$ cat src/rtl/writeback_arbiter_pkg.sv
// Shared definitions for the completion/writeback path: field widths, the
// completion entry layout and the round-robin pointer step.
package writeback_arbiter_pkg;

   localparam int default_seq_num_bits   = 5;
   localparam int default_phys_addr_bits = 6;
   localparam int arch_addr_bits         = 5;
   localparam int data_bits              = 32;

   typedef struct packed {
      logic [default_seq_num_bits-1:0]   seq_num;
      logic [arch_addr_bits-1:0]         waddr;
      logic [default_phys_addr_bits-1:0] preg;
      logic [data_bits-1:0]              wdata;
      logic                              wen;
   } wb_entry_t;

   // Pointer step with wrap; a single requester always points back at 0.
   function automatic int rr_next(input int idx, input int n);
      return (idx + 1 >= n) ? 0 : idx + 1;
   endfunction

endpackage

$ cat src/rtl/writeback_arbiter_rr_arbiter.sv
// Round-robin arbiter: one-hot grant to the first request at or after rr_ptr,
// pointer moves just past the winner. Reused for fetch and memory ports.
module RRArbiter
   import writeback_arbiter_pkg::*;
#(
   parameter int p_num_reqs = 2
) (
   input  logic                  clk,
   input  logic                  rst,
   input  logic [p_num_reqs-1:0] req,
   input  logic                  en,
   output logic [p_num_reqs-1:0] gnt
);

   localparam int ptr_bits = (p_num_reqs > 1) ? $clog2(p_num_reqs) : 1;

   logic [ptr_bits-1:0] rr_ptr;
   logic [ptr_bits-1:0] rr_ptr_next;
   logic [ptr_bits-1:0] cand;
   logic                found;
   int                  idx;

   // Cyclic scan starting at rr_ptr; the first requester found wins.
   always_comb begin
      gnt         = '0;
      rr_ptr_next = rr_ptr;
      found       = 1'b0;
      idx         = 0;
      cand        = '0;
      if (en) begin
         for (int off = 0; off < p_num_reqs; off++) begin
            idx = int'(rr_ptr) + off;
            if (idx >= p_num_reqs) begin
               idx = idx - p_num_reqs;
            end
            cand = ptr_bits'(idx);
            if (!found && req[cand]) begin
               found       = 1'b1;
               gnt[cand]   = 1'b1;
               rr_ptr_next = ptr_bits'(rr_next(idx, p_num_reqs));
            end
         end
      end
   end

   always_ff @(posedge clk or negedge rst) begin
      if (!rst) begin
         rr_ptr <= '0;
      end else if (en && |req) begin
         rr_ptr <= rr_ptr_next;
      end
   end

endmodule

$ cat src/rtl/writeback_arbiter.sv
// Shares the single completion/writeback port among the execute pipes through
// per-pipe one-entry holding registers and a round-robin grant.
module writeback_arbiter
   import writeback_arbiter_pkg::*;
#(
   parameter int p_num_pipes      = 2,
   parameter int p_seq_num_bits   = default_seq_num_bits,
   parameter int p_phys_addr_bits = default_phys_addr_bits
) (
   input  logic                                  clk,
   input  logic                                  rst,
   input  logic [p_num_pipes-1:0]                wb_val,
   output logic [p_num_pipes-1:0]                wb_rdy,
   input  logic [p_num_pipes*p_seq_num_bits-1:0] wb_seq_num,
   input  logic [p_num_pipes*arch_addr_bits-1:0] wb_waddr,
   input  logic [p_num_pipes*p_phys_addr_bits-1:0] wb_preg,
   input  logic [p_num_pipes*data_bits-1:0]      wb_wdata,
   input  logic [p_num_pipes-1:0]                wb_wen,
   output logic                                  complete_val,
   output logic [p_seq_num_bits-1:0]             complete_seq_num,
   output logic [arch_addr_bits-1:0]             complete_waddr,
   output logic [p_phys_addr_bits-1:0]           complete_preg,
   output logic [data_bits-1:0]                  complete_wdata,
   output logic                                  complete_wen
);

   typedef struct packed {
      logic [p_seq_num_bits-1:0]   seq_num;
      logic [arch_addr_bits-1:0]   waddr;
      logic [p_phys_addr_bits-1:0] preg;
      logic [data_bits-1:0]        wdata;
      logic                        wen;
   } hold_entry_t;

   hold_entry_t            incoming [p_num_pipes];
   hold_entry_t            hold     [p_num_pipes];
   hold_entry_t            sel;
   logic [p_num_pipes-1:0] hold_val;
   logic [p_num_pipes-1:0] grant;

   always_comb begin
      for (int i = 0; i < p_num_pipes; i++) begin
         incoming[i].seq_num = wb_seq_num[i*p_seq_num_bits +: p_seq_num_bits];
         incoming[i].waddr   = wb_waddr[i*arch_addr_bits +: arch_addr_bits];
         incoming[i].preg    = wb_preg[i*p_phys_addr_bits +: p_phys_addr_bits];
         incoming[i].wdata   = wb_wdata[i*data_bits +: data_bits];
         incoming[i].wen     = wb_wen[i];
      end
   end

   // Requests come only from holding registers, keeping wb_val off the wb_rdy path.
   RRArbiter #(
      .p_num_reqs(p_num_pipes)
   ) u_rr (
      .clk(clk),
      .rst(rst),
      .req(hold_val),
      .en (1'b1),
      .gnt(grant)
   );

   assign wb_rdy = ~hold_val | grant;

   // A granted entry can be refilled in the same cycle, so one pipe sustains full rate.
   always_ff @(posedge clk or negedge rst) begin
      if (!rst) begin
         hold_val <= '0;
         for (int i = 0; i < p_num_pipes; i++) begin
            hold[i] <= '0;
         end
      end else begin
         for (int i = 0; i < p_num_pipes; i++) begin
            if (wb_val[i] && wb_rdy[i]) begin
               hold_val[i] <= 1'b1;
               hold[i]     <= incoming[i];
            end else if (grant[i]) begin
               hold_val[i] <= 1'b0;
            end
         end
      end
   end

   always_comb begin
      sel = '0;
      for (int i = 0; i < p_num_pipes; i++) begin
         if (grant[i]) begin
            sel = hold[i];
         end
      end
   end

   always_ff @(posedge clk or negedge rst) begin
      if (!rst) begin
         complete_val     <= 1'b0;
         complete_seq_num <= '0;
         complete_waddr   <= '0;
         complete_preg    <= '0;
         complete_wdata   <= '0;
         complete_wen     <= 1'b0;
      end else begin
         complete_val     <= |grant;
         complete_seq_num <= sel.seq_num;
         complete_waddr   <= sel.waddr;
         complete_preg    <= sel.preg;
         complete_wdata   <= sel.wdata;
         complete_wen     <= sel.wen;
      end
   end

endmodule

$ cat config.mk
export PLATFORM = sky130hd
export DESIGN_NAME = writeback_arbiter
export DESIGN_NICKNAME = d
export VERILOG_FILES = /design/src/rtl/writeback_arbiter_pkg.sv /design/src/rtl/writeback_arbiter_rr_arbiter.sv /design/src/rtl/writeback_arbiter.sv
export SDC_FILE = /design/constraint.sdc
export NUM_CORES = 1
export LEC_CHECK = 0
export ABC_AREA = 1
export BUFFER_PORTS_ARGS = -buffer_cell sky130_fd_sc_hd__clkbuf_2
export CAP_MARGIN = 20
export CORE_MARGIN = 10
export CORE_UTILIZATION = 50
export DETAILED_ROUTE_END_ITERATION = 10
export PLACE_DENSITY_LB_ADDON = 0.12
export SYNTH_ARGS = -nofsm -noshare
export SYNTH_HDL_FRONTEND = slang
export SYNTH_SLANG_ARGS = --single-unit
$ cat constraint.sdc
create_clock -name clk -period 3.6 [get_ports clk]
set_input_delay 0.9 -clock clk [delete_from_list [all_inputs] [get_ports clk]]
set_output_delay 0.9 -clock clk [all_outputs]
set_load 0.03 [all_outputs]
==> results.md, run 1 <==
- Final instance area: 0.007204 sq mm
- CTS H-tree depth: 4
- Die W: around 130 um
- Starting Density: between 50% and 60%
- Flop and latch count out of synthesis: ~150
- Multi-input logic area: about 0.0019 sq mm
- Register area share after synthesis: 64.95%
- Netlist cell types: 10
- Top cells by count, synth: 349 x nand2_1, 151 x dfrtp_1, 100 x nand3_1
- Ys flop type: dfrtp_1
- GRT met1 Usage: approximately a quarter
- Worst-path clk slew: roughly 0.050 ns
- Global routing usage on met3: 7.775%
- Post-synth EDFFs: 0
- Unrepaired setup endpoints after global routing: no
- Skew final: between 0.004 and 0.005 ns
- First-pass GRT wire length: around 25000 um
- Mapped Area: 0.005818 sq mm
- Crit start category: register
- GRT Total Usage: between 15 and 20%
- Post-DRT Antenna Nets: 0
- Tightest Hold Check Type: register to register
- Buf+Inv Stages, Crit Path: 2
- Crit Path Class: register to output pin
- Global route total overflow: 0
- Vias in the first global route: 4869
- Total CTS buffers: 17
- Slew @ Worst Pin: 0.9300 ns
- Largest net degree at the start of global routing: between 80 and 90
- DRT Pass-1 Iters: 5
- Min-delay src: hold[9]$_DFFE_PN0P_
- Post-CTS sizing: 0
- Final GP Congestion: 0.7749
- Area of the die: 0.01635 sq mm
- Syn. warnings: 0
- Slew Limit Fails: 0
- Relative slew slack: 37.78%
- CTS tree: yes
- Final Cycle Share: about 79%
- Syn_nets: 750
- Met2 GRT Util: 29.49%
- PwrDens: 842.5 mW/mm^2
- DRC: 0
- Post-DP Area: 0.006679 sq mm
- Crit. End Element: output pin
- Avg Synthesized Cell Area: around 9 sq um
- Max incr delay on CP: 0.56 ns
- Clock Tree Buf Depth: 2
- Vias per cell: slightly above 5
- Storage element area: 0.003779 sq mm
- Yosys top cell by area: dfrtp_1
- Achievable clock frequency: 353.4 MHz
- Leak Pwr: around 4.1 nW
- FF-to-FF Start: u_rr.rr_ptr$_DFFE_PN0P_
- Synth top area share: 64.95%
- CTS Sinks: between 150 and 200
- ANT cells: 0
- FFs w/ async S/R, synth: 100.0%
- Setup crit start: u_rr.rr_ptr$_DFFE_PN0P_
- Root Driver: clkbuf_16
- Area grow syn2layout: 23.83%
- Run status: finished, final reports clean
- Final wirelength: 15050 um
- Setup violators final: 0
- Vias: 4795
- Count leader, synth: nand2_1
- Average wire per cell in the routed design: 15.99 um
- GR peak layer: met2
- # nets final: between 800 and 900
- CP max FO: 33
- Critical Path AT: roughly 1.9 ns
- CP cell instances: inv_2 > nand3_2 > clkbuf_2
- Setup TNS after final layout: 0 ns
- CP required: 2.70 ns
- Hold-fix buffers at CTS: 0
- # Post-CTS Setup Buffers: 0
- Die Ht: 127.9 um
- Fill cell count: 1026
- Peak VDD IR: 0.0005447 V
- Top delay family on crit path: simple AND/OR/NAND/NOR gates
- Port bufs: between 150 and 200
- Initial antenna violation count: 0
- Initial DRC Count: between 400 and 500
- Crit path max-delay cell type: nand3_2
- Total power: 6.070 mW
- Max-cap violations: 0
- Tmin final: 2.830 ns
- Post-DP HPWL: 9975 um
- Hold Vio Cnt, Final: 0
- # rows: 39
- # IOs: 154
- Core area: between 0.01 and 0.015 sq mm
- Synth top area cells: dfrtp_1 65%, nand2_1 23%, nand3_1 8.6%, clkbuf_1 1.3%, buf_2 1.0%
- Share of layout cells above drive strength 1: 24.81%
- Skew-Pair Late Insertion Delay: 0.41 ns
- Syn Inst Count: 648
-- cells by family after synthesis --
kind of cell | Yosys count | synth area share [%]
AOI/OAI and AO/OA | 3 | 0.3871
buffers and inverters | 45 | 3.548
DFF | 151 | 64.95
and+or+nand+nor | 449 | 31.12
-- path summary, 6_finish.rpt --
kind	endpoint	slack (ns)	cells past startpoint
max	wb_rdy[1]	0.77	3
min	hold[9]$_DFFE_PN0P_	0.47	2
max reg2reg	hold[10]$_DFFE_PN0P_	0.99	6
min reg2reg	hold[9]$_DFFE_PN0P_	0.47	2
max in group asynchronous	complete_wdata[14]$_DFF_PN0_	2.22	2
min in group asynchronous	hold[60]$_DFFE_PN0P_	0.53	1
-- through the flow --
step                      hold WS [ns]  worst slack, ns  cells  utilization, %
after floorplan                 0.4422            1.618    648               -
after global placement          0.4505            1.097    912           58.49
after detailed placement        0.4581            1.047    912           58.49
after CTS                       0.4695           0.7567    941           63.09
after global routing            0.4831           0.6524    941           63.09
final                           0.4689           0.7704    941           63.09
-- placed cells by master, fill, tap and decap left out, types with 2 or more instances in the layout --
cell         n
nand3_2      2
clkinv_2     4
clkbuf_16   17
clkbuf_2   152
inv_2        3
nand2_1    347
clkbuf_8     5
nand2_2      2
clkbuf_1     3
buf_4       10
nand3_1     98
a21oi_4      2
dfrtp_1    151
-- layer usage --
layer  wire (um)  vias up
met5           0        -
met1        6525     2295
met2        7098      192
li1            -     2299
met4          99        0
met3        1327        9
-- registers in the layout (all words and copies together), names as in the netlist --
signal            cells
complete_wdata       32
hold_val              2
complete_seq_num      5
hold                 98
u_rr.rr_ptr           1
complete_preg         6
complete_waddr        5
complete_wen          1
complete_val          1
-- cell type report --
cell class | instances | area share [%]
Inverter | 3 | 0.1563
Clock buffer | 25 | 7.016
Clock inverter | 4 | 0.2779
Sequential cell | 151 | 52.45
Tap cell | 143 | 2.484
Multi-Input combinational cell | 452 | 25.86
Timing Repair Buffer | 163 | 11.76
-- worst register-to-register path, delay by kind of cell (launching register included) --
family / cells / cell delay, ns
DFF: 1 / 0.43
and+or+nand+nor: 4 / 1.52
buffers and inverters: 2 / 0.59
-- where the power goes --
part / internal (mW) / total [mW] / switching (mW)
logic: 0.525 / 1.95 / 1.43
clock network: 0.956 / 1.58 / 0.620
registers: 2.27 / 2.54 / 0.270
Power figures use the tool's default switching activity.
==> inputs of run 2 (changes only) <==
Settings changed: CORE_UTILIZATION 50 to 47.
Clock period 3.6 ns to 2.5 ns, I/O delays scaled along.
==> results.md, run 2 (synthesis gave the netlist of run 1 again) <==
- Run status: finished, final reports clean (unchanged)
- Average wire per cell in the routed design: 16.12 um (was 15.99 um)
- CTS H-tree depth: 4 (unchanged)
- Slew Limit Fails: 0 (unchanged)
- Leak Pwr: 4.173 nW (was 4.121 nW)
- Max FFs per register: 98 (unchanged)
- Largest net degree at the start of global routing: 51 (was 88)
- Pre-CTS WS: 0.7131 ns (was 1.047 ns)
- Die Ht: 131.3 um (was 127.9 um)
- CTS tree: yes (unchanged)
- Worst-path clk slew: 0.05 ns (about the same)
- Clock Tree Buf Depth: 2 (unchanged)
- Hold Vio Cnt, Final: 0 (unchanged)
- Combinational power share: 32.3% (was 32.2%)
- Vias in the first global route: 5144 (was 4869)
- Relative slew slack: 58.23% (was 37.78%)
- Total CTS buffers: 17 (unchanged)
- PwrDens: 1222 mW/mm^2 (was 842.5 mW/mm^2)
- Unrepaired setup endpoints after global routing: no (unchanged)
- CP max FO: 16 (was 33)
- GRT Total Usage: 18.57% (was 19.33%)
- First-pass GRT wire length: 26030 um (was 25270 um)
- DRT Pass-1 Iters: 5 (unchanged)
- Clock power share: 27.0% (was 26.0%)
- Final Cycle Share: 89.79%
- Vias per cell: 4.953 (was 5.096)
- Starting Density: 48.24% (was 50.95%)
- Slew @ Worst Pin: 0.6251 ns (was 0.9300 ns)
- Final GP Congestion: 0.8215 (was 0.7749)
- # IOs: 154 (unchanged)
- Vias: 4814 (was 4795)
- Root Driver: clkbuf_16 (unchanged)
- Global route total overflow: 0 (unchanged)
- Die W: 131.3 um (was 127.9 um)
- Area of the die: 0.01723 sq mm (was 0.01635 sq mm)
- Core area: 0.01206 sq mm (was 0.01142 sq mm)
- ANT cells: 0 (unchanged)
- Port bufs: 153 (unchanged)
- Most common cell after layout, fill and taps aside: nand2_1 (unchanged)
- CTS Sinks: 151 (unchanged)
- Crit. End Element: output pin (unchanged)
- Skew-Pair Late Insertion Delay: 0.42 ns (was 0.41 ns)
- Crit start category: register (unchanged)
- Final worst slack: 0.2553 ns (was 0.7704 ns)
- Initial DRC Count: 351 (was 416)
- CP required: 1.88 ns (was 2.70 ns)
- Commonest cells after routing, fill and taps aside: 347 x nand2_1, 152 x clkbuf_2, 151 x dfrtp_1 (unchanged)
- DRC: 0 (unchanged)
- # rows: 40 (was 39)
- Peak VDD IR: 0.0005634 V (was 0.0005447 V)
- Skew final: 0.008351 ns (was 0.004949 ns)
- Max-cap violations: 0 (unchanged)
- Initial antenna violation count: 0 (unchanged)
- Tightest Hold Check Type: input port to async pin (was register to register)
- Reg power frac: 40.7% (was 41.9%)
- Setup violators final: 0 (unchanged)
- Net switching power: 3.398 mW (was 2.319 mW)
- Final wirelength: 15670 um (was 15050 um)
- Setup TNS after final layout: 0 ns (unchanged)
- Hold-fix buffers at CTS: 0 (unchanged)
- FF-to-FF setup slack: 0.70 ns (was 0.99 ns)
- # nets final: 896 (was 890)
- Largest register by flop count: hold (unchanged)
- Post-DRT Antenna Nets: 0 (unchanged)
- Crit Path Class: register to output pin (unchanged)
- P_int: 5.569 mW (was 3.751 mW)
- Tmin final: ~2.2 ns
- Area grow syn2layout: 26.15% (was 23.83%)
- Achievable clock frequency: around 450 MHz
- Post-DP HPWL: 10490 um (was 9975 um)
- Share of layout cells above drive strength 1: 25.37% (was 24.81%)
- Critical Path AT: 1.62 ns (was 1.93 ns)
- # Post-CTS Setup Buffers: 0 (unchanged)
- Switching share of total power: 37.89% (was 38.20%)
- Largest registers: hold (98), complete_wdata (32), complete_preg (6) (unchanged)
- Post-CTS sizing: 0 (unchanged)
==> run 2: cell types whose count changed in the layout (fill, tap and decap cells not counted) <==
cell,delta
clkbuf_8,+1
bufinv_16,+1
clkinv_2,-2
buf_12,+2
buf_4,+4
==> run 2: area by class of cell <==
cell class	instances	area, sq um
Sequential cell	151	3779
Multi-Input combinational cell	452	1863
Tap cell	168	210.2
Clock inverter	3	40.04
Timing Repair Buffer	169	917.1
Clock buffer	26	519.2
Fill cell	1056	4722
Inverter	3	11.26
==> run 2: path summary, 6_finish.rpt <==
kind	start	to	depth (start not counted)
worst max-delay path	hold_val[0]$_DFFE_PN0P_	wb_rdy[0]	2
worst min-delay path	rst	complete_wdata[8]$_DFF_PN0_	1
worst max register to register	hold_val[0]$_DFFE_PN0P_	hold[85]$_DFFE_PN0P_	5
worst min register to register	hold[3]$_DFFE_PN0P_	complete_wdata[2]$_DFF_PN0_	2
max in group asynchronous	rst	hold[42]$_DFFE_PN0P_	2
min in group clk	wb_wdata[21]	hold[71]$_DFFE_PN0P_	3
==> run 2: stage by stage <==
| stage | instance area, sq um | instances | hold slack [ns] | power, mW | util (%) |
|---|---|---|---|---|---|
| 2_1_floorplan | 5818 | 648 | 0.3294 | 5.564 | - |
| 3_3_place_gp | 6780 | 943 | 0.4537 | 6.549 | 56.21 |
| 3_5_place_dp | 6780 | 943 | 0.4520 | 6.622 | 56.21 |
| 4_1_cts | 7340 | 972 | 0.1664 | 9.055 | 60.85 |
| 5_1_grt | 7340 | 972 | 0.1746 | 9.506 | 60.85 |
| 6_report | 7340 | 972 | 0.1519 | 8.966 | 60.85 |
==> run 2: critical path, cell delays in order (launching register included) <==
cell	delay, ns
dfrtp_1	0.49
nand3_2	0.40
clkbuf_2	0.32
==> run 2: power groups by stage <==
stage | Sequential, mW | Combinational [mW] | Clock, mW
after floorplan | 4.40 | 1.17 | 0
after global placement | 3.66 | 2.89 | 0
after detailed placement | 3.69 | 2.93 | 0
after CTS | 3.66 | 2.95 | 2.45
after global routing | 3.75 | 3.19 | 2.56
final | 3.65 | 2.90 | 2.42
==> run 2: layer usage <==
metal	global-route usage (%)	part of all wire [%]	up-vias
met5	0	0	-
met4	5.748	0.77	0
met3	5.564	6.9	10
met2	30.12	49	174
met1	23.39	43	2321
li1	-	-	2309
==> inputs of run 3 (changes only) <==
Settings changed: ABC_AREA 1 to unset, CAP_MARGIN 20 to 10, CORE_UTILIZATION 47 to 50.
==> results.md, run 3 <==
- ANT cells: 0 (unchanged)
- Count leader, synth: dfrtp_1 (was nand2_1)
- Achievable clock frequency: 463.3 MHz (was 445.5 MHz)
- Ys flop type: dfrtp_1 (unchanged)
- Initial antenna violation count: 0 (unchanged)
- Avg Synthesized Cell Area: 10.83 sq um (was 8.979 sq um)
- Syn_nets: 789 (was 750)
- FFs w/ async S/R, synth: 100.0% (unchanged)
- Average wire per cell in the routed design: 21.19 um (was 16.12 um)
- Largest register by flop count: hold (unchanged)
- Starting Density: 51.20% (was 48.24%)
- CTS H-tree depth: 4 (unchanged)
- Run status: finished, final reports clean (unchanged)
- Top sig layer: met4 (unchanged)
- Post-DRT Antenna Nets: 0 (unchanged)
- Clock Tree Buf Depth: 2 (unchanged)
- Largest net degree at the start of global routing: 100 (was 51)
- Most common cell after layout, fill and taps aside: clkbuf_2 (was nand2_1)
- Combinational power share: 35.7% (was 32.3%)
- Syn. warnings: 0 (unchanged)
- Share of layout cells above drive strength 1: 32.59% (was 25.37%)
- Unrepaired setup endpoints after global routing: no (unchanged)
- Fill cell count: 1271 (was 1056)
- First-pass GRT wire length: 34090 um (was 26030 um)
- Fin cells: 994 (was 972)
- Largest registers: hold (98), complete_wdata (32), complete_preg (6) (unchanged)
- Area grow syn2layout: 19.54% (was 26.15%)
- Hold Vio Cnt, Final: 0 (unchanged)
- Slew Limit Fails: 0 (unchanged)
- Slew @ Worst Pin: 1.021 ns (was 0.6251 ns)
- Die W: 142.0 um (was 131.3 um)
- Placed cell count: 962 (was 943)
- Commonest cells after routing, fill and taps aside: 152 x clkbuf_2, 148 x dfrtp_1, 99 x nand2b_1 (was 347 x nand2_1, 152 x clkbuf_2, 151 x dfrtp_1)
- Post-synth EDFFs: 0 (unchanged)
- Skew final: 0.006618 ns (was 0.008351 ns)
- Setup TNS after final layout: 0 ns (unchanged)
- Core area: 0.01453 sq mm (was 0.01206 sq mm)
- Relative slew slack: 31.76% (was 58.23%)
- Global route total overflow: 0 (unchanged)
- Root Driver: clkbuf_16 (unchanged)
- # IOs: 154 (unchanged)
- Register area share after synthesis: 50.78% (was 64.95%)
- Clock power share: 25.8% (was 27.0%)
- Crit start category: register (unchanged)
- Synth top area share: 50.78% (was 64.95%)
- Skew-Pair Late Insertion Delay: 0.42 ns (about the same)
- Synth top area cells: dfrtp_1 51%, nand2b_1 8.4%, o211ai_2 8.2%, a32o_1 6.6%, nand4b_1 5.8% (was dfrtp_1 65%, nand2_1 23%, nand3_1 8.6%, clkbuf_1 1.3%, buf_2 1.0%)
- Yosys top cell by area: dfrtp_1 (unchanged)
- Netlist cell types: 19 (was 10)
- Flop and latch count out of synthesis: 151 (unchanged)
- Final wirelength: 21060 um (was 15670 um)
- Leak Pwr: 3.937 nW (was 4.173 nW)
- Port bufs: 153 (unchanged)
- GRT Total Usage: 20.87% (was 18.57%)
- CP max FO: 21 (was 16)
- Reg power frac: 38.6% (was 40.7%)
- Post-CTS sizing: 0 (unchanged)
- Setup violators final: 0 (unchanged)
- P_int: 6.373 mW (was 5.569 mW)
- Critical Path AT: 1.53 ns (was 1.62 ns)
- Tmin final: 2.158 ns (was 2.245 ns)
- Max-cap violations: 0 (unchanged)
- Die Ht: 142.0 um (was 131.3 um)
- Vias in the first global route: 6371 (was 5144)
- Wl on met1: 9240 um (was 6806 um)
- Syn Inst Count: 687 (was 648)
- Total CTS buffers: 17 (unchanged)
- # Post-CTS Setup Buffers: 0 (unchanged)
- PwrDens: 1174 mW/mm^2 (was 1222 mW/mm^2)
- Vias: 5998 (was 4814)
- Vias per cell: 6.034 (was 4.953)
- Routed wl met3: 1296 um (was 1085 um)
- Area of the die: 0.02016 sq mm (was 0.01723 sq mm)
- Peak VDD IR: 0.0006520 V (was 0.0005634 V)
- Switching share of total power: 38.96% (was 37.89%)
- Worst-path clk slew: 0.06 ns (was 0.05 ns)
- Net switching power: 4.067 mW (was 3.398 mW)
- Final Cycle Share: 86.34% (was 89.79%)
- Max FFs per register: 98 (unchanged)
- # nets final: 899 (was 896)
- CTS tree: yes (unchanged)
- DRT Pass-1 Iters: 5 (unchanged)
- WL met2: 10080 um (was 7652 um)
- CTS Sinks: 151 (unchanged)
- Crit Path Class: register to output pin (unchanged)
- Mapped Area: 0.007441 sq mm (was 0.005818 sq mm)
- # rows: 44 (was 40)
- Tightest Hold Check Type: input port to async pin (unchanged)
- DRC: 0 (unchanged)
- CP required: 1.88 ns (about the same)
- WHS: 0.1464 ns (was 0.1519 ns)
- Final GP Congestion: 0.8315 (was 0.8215)
- Top cells by count, synth: 151 x dfrtp_1, 100 x nand2b_1, 98 x nand2_1 (was 349 x nand2_1, 151 x dfrtp_1, 100 x nand3_1)
- Post-DP HPWL: 13290 um (was 10490 um)
- Hold-fix buffers at CTS: 0 (unchanged)
- Crit. End Element: output pin (unchanged)
- Initial DRC Count: 667 (was 351)
[run 3: final cells by class]
cell class,count,area [sq um],share of cell area (%)
clock buffers,24,501.7,5.641
clock inverters,8,117.6,1.322
inverters,3,11.26,0.1266
multi-input cells,449,3259,36.64
flip-flops and latches,151,3787,42.58
well taps,184,230.2,2.588
repair buffers,175,987.2,11.10
[run 3: critical path, cell delays in order (launching register included)]
cell	delay, ns
dfrtp_2	0.53
and3b_4	0.35
inv_2	0.04
clkbuf_2	0.17
[run 3: metrics by stage]
step           power (mW)  area (sq um)  utilization [%]  setup WS (ns)
3_3_place_gp        7.659          8275            56.94         0.6317
4_1_cts             10.49          8895            61.20         0.3274
2_1_floorplan       6.614          7441                -         0.7687
3_5_place_dp        7.784          8275            56.94         0.5966
6_report            10.44          8895            61.20         0.3416
5_1_grt             10.99          8895            61.20         0.2931
[run 3: power by group through the flow]
stage	clock network [mW]	registers, mW	logic (mW)
3_5_place_dp	0	4.06	3.73
3_3_place_gp	0	4.01	3.65
6_report	2.69	4.03	3.72
4_1_cts	2.71	4.03	3.75
2_1_floorplan	0	4.57	2.05
5_1_grt	2.83	4.14	4.02
[run 3: final timing paths]
kind / from / end / slack, ns / cells after the start
setup / recovery: u_rr.rr_ptr$_DFFE_PN0P_ / wb_rdy[1] / 0.34 / 3
hold / removal: rst / hold[58]$_DFFE_PN0P_ / 0.15 / 1
setup reg to reg: u_rr.rr_ptr$_DFFE_PN0P_ / complete_wdata[4]$_DFF_PN0_ / 0.57 / 3
hold reg to reg: hold[1]$_DFFE_PN0P_ / hold[1]$_DFFE_PN0P_ / 0.53 / 2
max in group asynchronous: rst / u_rr.rr_ptr$_DFFE_PN0P_ / 1.66 / 2
min in group clk: wb_preg[0] / hold[82]$_DFFE_PN0P_ / 0.45 / 3
[run 3: kinds of logic after synthesis]
group,share of synthesized area [%]
buffers and inverters,5.667
DFF,50.78
AOI/OAI and AO/OA,19.94
and+or+nand+nor,23.61
[run 3: layer usage]
metal,vias to the layer above,global-route usage [%]
met4,0,7.746
met1,3003,27.17
met5,-,0
met2,195,32.48
li1,2767,-
met3,33,5.841
